**config.mk**
```make
export PLATFORM = sky130hd
export DESIGN_NAME = tdc_meas_sequencer
export DESIGN_NICKNAME = d
export VERILOG_FILES = /design/src/rtl/tdc_meas_sequencer.sv
export SDC_FILE = /design/constraint.sdc
export NUM_CORES = 1
export LEC_CHECK = 0
export BUFFER_PORTS_ARGS = -buffer_cell sky130_fd_sc_hd__clkbuf_2
export CELL_PAD_IN_SITES_DETAIL_PLACEMENT = 0
export CELL_PAD_IN_SITES_GLOBAL_PLACEMENT = 2
export CORE_UTILIZATION = 42
export CTS_BUF_LIST = sky130_fd_sc_hd__clkbuf_4
export CTS_CLUSTER_DIAMETER = 60
export DETAILED_ROUTE_END_ITERATION = 8
export GPL_TIMING_DRIVEN = 1
export HOLD_SLACK_MARGIN = 0.03
export PLACE_DENSITY = 0.85
export REMOVE_ABC_BUFFERS = 1
export SLEW_MARGIN = 20
export SYNTH_ARGS = -nofsm -noshare
export SYNTH_HDL_FRONTEND = slang
export SYNTH_SLANG_ARGS = --single-unit
```
**constraint.sdc**
```tcl
create_clock -name clk -period 6.7 [get_ports clk]
set_clock_uncertainty 0.05 [all_clocks]
set_input_delay 0.67 -clock clk [delete_from_list [all_inputs] [get_ports clk]]
set_output_delay 0.67 -clock clk [all_outputs]
set_load 0.05 [all_outputs]
```
**src/rtl/tdc_meas_sequencer.sv**
```systemverilog
// tdc_meas_sequencer: runs a batch of 2**NAVG_LOG2 TDC start/stop measurements,
// averages the {coarse,fine} samples and ships a framed result byte-wise to a
// UART transmitter over a valid/ready handshake, pulsing eot when done.
module tdc_meas_sequencer #(
  parameter int CNT_W     = 16,
  parameter int FINE_W    = 5,
  parameter int NAVG_LOG2 = 2
) (
  input  logic              clk,
  input  logic              reset,
  input  logic              go,
  input  logic              stop,
  input  logic [FINE_W-1:0] fine_code,
  input  logic              fine_valid,
  output logic              start_pulse,
  output logic              tdc_arm,
  output logic [7:0]        tx_data,
  output logic              tx_valid,
  input  logic              tx_ready,
  output logic              busy,
  output logic              eot,
  output logic              timeout_err
);

  localparam int S_W    = CNT_W + FINE_W;
  localparam int ACC_W  = S_W + NAVG_LOG2;
  localparam int NB     = (S_W + 7) / 8;
  localparam int PAD_W  = NB * 8;
  localparam int BIDX_W = $clog2(NB + 2);
  localparam int MEAS_W = (NAVG_LOG2 > 0) ? NAVG_LOG2 : 1;

  // Frame is header, NB result bytes, then one status byte.
  localparam logic [BIDX_W-1:0] LAST_BYTE = BIDX_W'(NB + 1);
  localparam logic [MEAS_W-1:0] MEAS_LAST = MEAS_W'((1 << NAVG_LOG2) - 1);
  localparam logic [3:0]        FINE_TO   = 4'd15;

  localparam logic [2:0] IDLE      = 3'd0;
  localparam logic [2:0] LAUNCH    = 3'd1;
  localparam logic [2:0] WAIT_STOP = 3'd2;
  localparam logic [2:0] WAIT_FINE = 3'd3;
  localparam logic [2:0] ACCUM     = 3'd4;
  localparam logic [2:0] SEND      = 3'd5;
  localparam logic [2:0] DONE      = 3'd6;

  logic [2:0]        state;
  logic [CNT_W-1:0]  coarse;
  logic [FINE_W-1:0] fine;
  logic [3:0]        fine_wait;
  logic [ACC_W-1:0]  acc;
  logic [MEAS_W-1:0] meas_idx;
  logic [BIDX_W-1:0] byte_idx;
  logic [PAD_W-1:0]  result_pad;

  // Average is the accumulator with the low NAVG_LOG2 bits dropped, zero-padded to whole bytes.
  assign result_pad = PAD_W'(acc[ACC_W-1:NAVG_LOG2]);

  // Sequencer: measurement loop, timeouts, accumulation and byte-wise frame transmission.
  always_ff @(posedge clk or posedge reset) begin
    if (reset) begin
      state       <= IDLE;
      coarse      <= '0;
      fine        <= '0;
      fine_wait   <= '0;
      acc         <= '0;
      meas_idx    <= '0;
      byte_idx    <= '0;
      timeout_err <= 1'b0;
    end else begin
      case (state)
        IDLE: begin
          if (go) begin
            acc         <= '0;
            meas_idx    <= '0;
            timeout_err <= 1'b0;
            state       <= LAUNCH;
          end
        end
        LAUNCH: begin
          coarse <= '0;
          state  <= WAIT_STOP;
        end
        WAIT_STOP: begin
          if (stop) begin
            fine_wait <= '0;
            state     <= WAIT_FINE;
          end else if (coarse == '1) begin
            fine        <= '0;
            timeout_err <= 1'b1;
            state       <= ACCUM;
          end else begin
            coarse <= coarse + CNT_W'(1);
          end
        end
        WAIT_FINE: begin
          if (fine_valid) begin
            fine  <= fine_code;
            state <= ACCUM;
          end else if (fine_wait == FINE_TO) begin
            fine        <= '0;
            timeout_err <= 1'b1;
            state       <= ACCUM;
          end else begin
            fine_wait <= fine_wait + 4'd1;
          end
        end
        ACCUM: begin
          acc <= acc + ACC_W'({coarse, fine});
          if (meas_idx == MEAS_LAST) begin
            byte_idx <= '0;
            state    <= SEND;
          end else begin
            meas_idx <= meas_idx + MEAS_W'(1);
            state    <= LAUNCH;
          end
        end
        SEND: begin
          if (tx_ready) begin
            if (byte_idx == LAST_BYTE) begin
              state <= DONE;
            end else begin
              byte_idx <= byte_idx + BIDX_W'(1);
            end
          end
        end
        DONE: begin
          state <= IDLE;
        end
        default: begin
          state <= IDLE;
        end
      endcase
    end
  end

  // Byte selection for the frame currently being sent; zero whenever not sending.
  always_comb begin
    tx_data = 8'h00;
    if (state == SEND) begin
      if (byte_idx == '0) begin
        tx_data = 8'hA5;
      end else if (byte_idx == LAST_BYTE) begin
        tx_data = {7'b0, timeout_err};
      end else begin
        for (int i = 0; i < NB; i++) begin
          if (byte_idx == BIDX_W'(i + 1)) begin
            tx_data = result_pad[PAD_W-8-8*i +: 8];
          end
        end
      end
    end
  end

  assign start_pulse = (state == LAUNCH);
  assign tdc_arm     = (state == WAIT_STOP);
  assign tx_valid    = (state == SEND);
  assign busy        = (state != IDLE);
  assign eot         = (state == DONE);

endmodule
```
==> impl_metrics.toml <==
[worst_setup_path]
cp_max_fo = 11
critical_path.top_delay_family = "simple AND/OR/NAND/NOR gates"
worst-r2r-setup-slack_ps = 4090
cp-end-kind = "output port"
worstPathArrival_ps = 2320
cp_slowest_stage_delay_ps = 410
critPathSlowestCell = "dfrtp_1"
worstPathRequired_ps = 5980
path_cells = "ha_1 -> ha_1 -> nor3b_1 -> a22oi_1 -> nor2_1 -> clkbuf_2"
crit_top_cell = "ha_1"
cp_num_buf_inv = 1
crit_type = "reg2out"
startpoint_type = "flop"

[sta]
hold_violations = 0
tightestPinTransition_ps = 801
setup_tns_ps = 0
timing.slew.headroom_pct = 46.5
fmax_mhz = 329
finalWorstSetupSlack_ps = 3660
rsz0062_at_grt = "no"
setup_viol = 0
hold_ws_ps = 389
period_minus_slack_ps = 3040
slew_violations = 0
period_share_pct = 45.4

[clocking]
cts_buffers = 9
root_buffer = "clkbuf_4"
post-cts-setup-buffers = 0
cts_tree = "built"
cts_sinks = 57
clkLatencyLatePin_ps = 410
h-tree-depth = 3
hold_buffers = 0
cts_buffer_depth = 2
clkTransAtPathRegs_ps = 110
cts_resized = 0

[detailed_routing]
vias = 3308
first_pass_iters = 6
drc = 2
wl_microns = 10200
viasPerCell = 5.59
drtAntennaViolNets = 0
drt-initial-drc-count = 125
wl_per_cell_microns = 17.3

[job]
drv_cap = 0

[layout]
fin_nets = 517
layout_commonest_cell = "dfrtp_1"
antenna_cells = 0
postLayoutCoreUtil_pct = 47.1
layout-drive-gt1-share_pct = 13.3
multi_input_area_sq_um = 2410
regArea_sq_um = 1430
mostFrequentLayoutCells = "dfrtp_1, nand2_1, nor2_1, o21ai_0, ha_1"
final_cells = 592
area_growth_pct = 8.96
final_cell_area_sq_um = 4340
fill_cells = 905

[pwr]
powerDensity_nw_per_um2 = 330
p_leak_nw = 2.00
power_mw = 1.43
ir_drop_v = 0.000125

[placement]
place_worst_setup_slack_ps = 4110
dp.cells = 576
hpwlAfterDp_microns = 7430
io_buffer_count = 24
place.gp.congestion = 0.853
postPlaceCellArea_sq_um = 4170

[global_route]
grt_max_degree = 58
grt_antenna_before_repair = 0
grt_pass1_vias = 3337
grt.overflow.total = 0
grt_pass1_wl_microns = 17100
gr-usage-all-layers_pct = 22.6

[synthesis]
ys_ff_latch = 57
synth_area_per_cell_sq_um = 8.76
syn_inst = 454
yosys_warnings = 0
synth_ff_type = "dfrtp_1"
synth-async-reset-ratio_pct = 100
ys_seq_area_share_pct = 35.8
synth.distinct_cells = 67
synth_edf_count = 0
syn_area_sq_um = 3980

[die]
rows = 35
fp.dieArea_sq_um = 9870
die_x_microns = 99.3
fp.dieH_microns = 99.3
ios = 25
core_area_sq_um = 9200
start_util_pct = 43.3

[hold_path]
worst_hold_path_type = "in2async"

[outcome]
violations = "DRC"
status = "complete, but fails checks"
-- report_power, final --
| part | total [mW] | internal, mW | switching (mW) |
|---|---|---|---|
| logic | 0.608 | 0.221 | 0.387 |
| clock network | 0.301 | 0.159 | 0.141 |
| registers | 0.520 | 0.422 | 0.0988 |
| total | 1.43 | 0.802 | 0.627 |
-- synthesized netlist by cell type, drive strengths merged (3+ instances only) --
cell / instances / area share (%)
dfrtp: 57 / 36
buf: 4 / 0.82
clkbuf: 12 / 1.4
nand3: 20 / 2.6
ha: 29 / 9.1
o31ai: 4 / 0.88
nor3: 5 / 0.91
and4: 3 / 0.66
nand2b: 6 / 1.1
a31oi: 8 / 1.8
xor2: 18 / 4.0
inv: 14 / 1.3
o21bai: 5 / 0.94
nor2b: 5 / 0.79
mux2i: 4 / 1.0
a21oi: 24 / 3.1
o21a: 3 / 0.57
nand3b: 3 / 0.57
a22oi: 7 / 1.3
nor2: 51 / 4.8
and3: 3 / 0.60
xnor2: 10 / 2.2
o21ai: 47 / 5.9
and2: 4 / 0.69
nand2: 56 / 5.3
a22o: 6 / 1.3
a21o: 7 / 1.4
nand4: 6 / 0.94
-- kinds of logic (layout without fill, tap and decap cells) --
| kind of cell | after synthesis | count (layout) | share of synthesized area, % |
|---|---|---|---|
| muxes | 6 | 6 | 1.57 |
| DFF | 57 | 57 | 35.8 |
| xor gates and xnor gates | 28 | 28 | 6.16 |
| and+or+nand+nor | 174 | 174 | 21.7 |
| buffers and inverters | 30 | 57 | 3.52 |
| adders and majority gates | 30 | 30 | 9.62 |
| AOI/OAI and AO/OA | 129 | 129 | 21.6 |
-- path summary, 6_finish.rpt --
path                                   from            to  depth (start not counted)
worst max-delay path            byte_idx[0]    tx_data[6]                          6
worst min register to register      acc[22]       acc[22]                          1
worst max register to register      fine[0]       acc[10]                          9
min in group clk                       stop  fine_wait[3]                          2
worst min-delay path                  reset    coarse[13]                          3
max in group asynchronous             reset     coarse[8]                          3
-- routing by layer --
| metal | global-route usage, % | share of wire (%) | routed length, microns |
|---|---|---|---|
| met5 | 0 | 0 | 0 |
| met4 | 6.56 | 0.83 | 85 |
| met3 | 3.58 | 4.4 | 446 |
| met2 | 35.1 | 45 | 4570 |
| met1 | 32.5 | 50 | 5120 |
-- tightest hold or removal path, delay by kind of cell --
| kind | cells | cell delay (ps) |
|---|---|---|
| buffers and inverters | 3 | 690 |
-- final cells by class --
class	instances	area share [%]
flip-flops and latches	57	32.9
inverters	14	1.21
multi-input cells	367	55.6
clock buffers	11	1.90
repair buffers	27	3.29
well taps	111	3.20
clock inverters	5	1.85
-- state kept, by name, indices dropped and copies added, names as in the netlist --
signal       flops
state            3
byte_idx         3
fine             5
fine_wait        4
timeout_err      1
acc             23
coarse          16
meas_idx         2
Note: power is estimated with default switching activity, not from simulation.
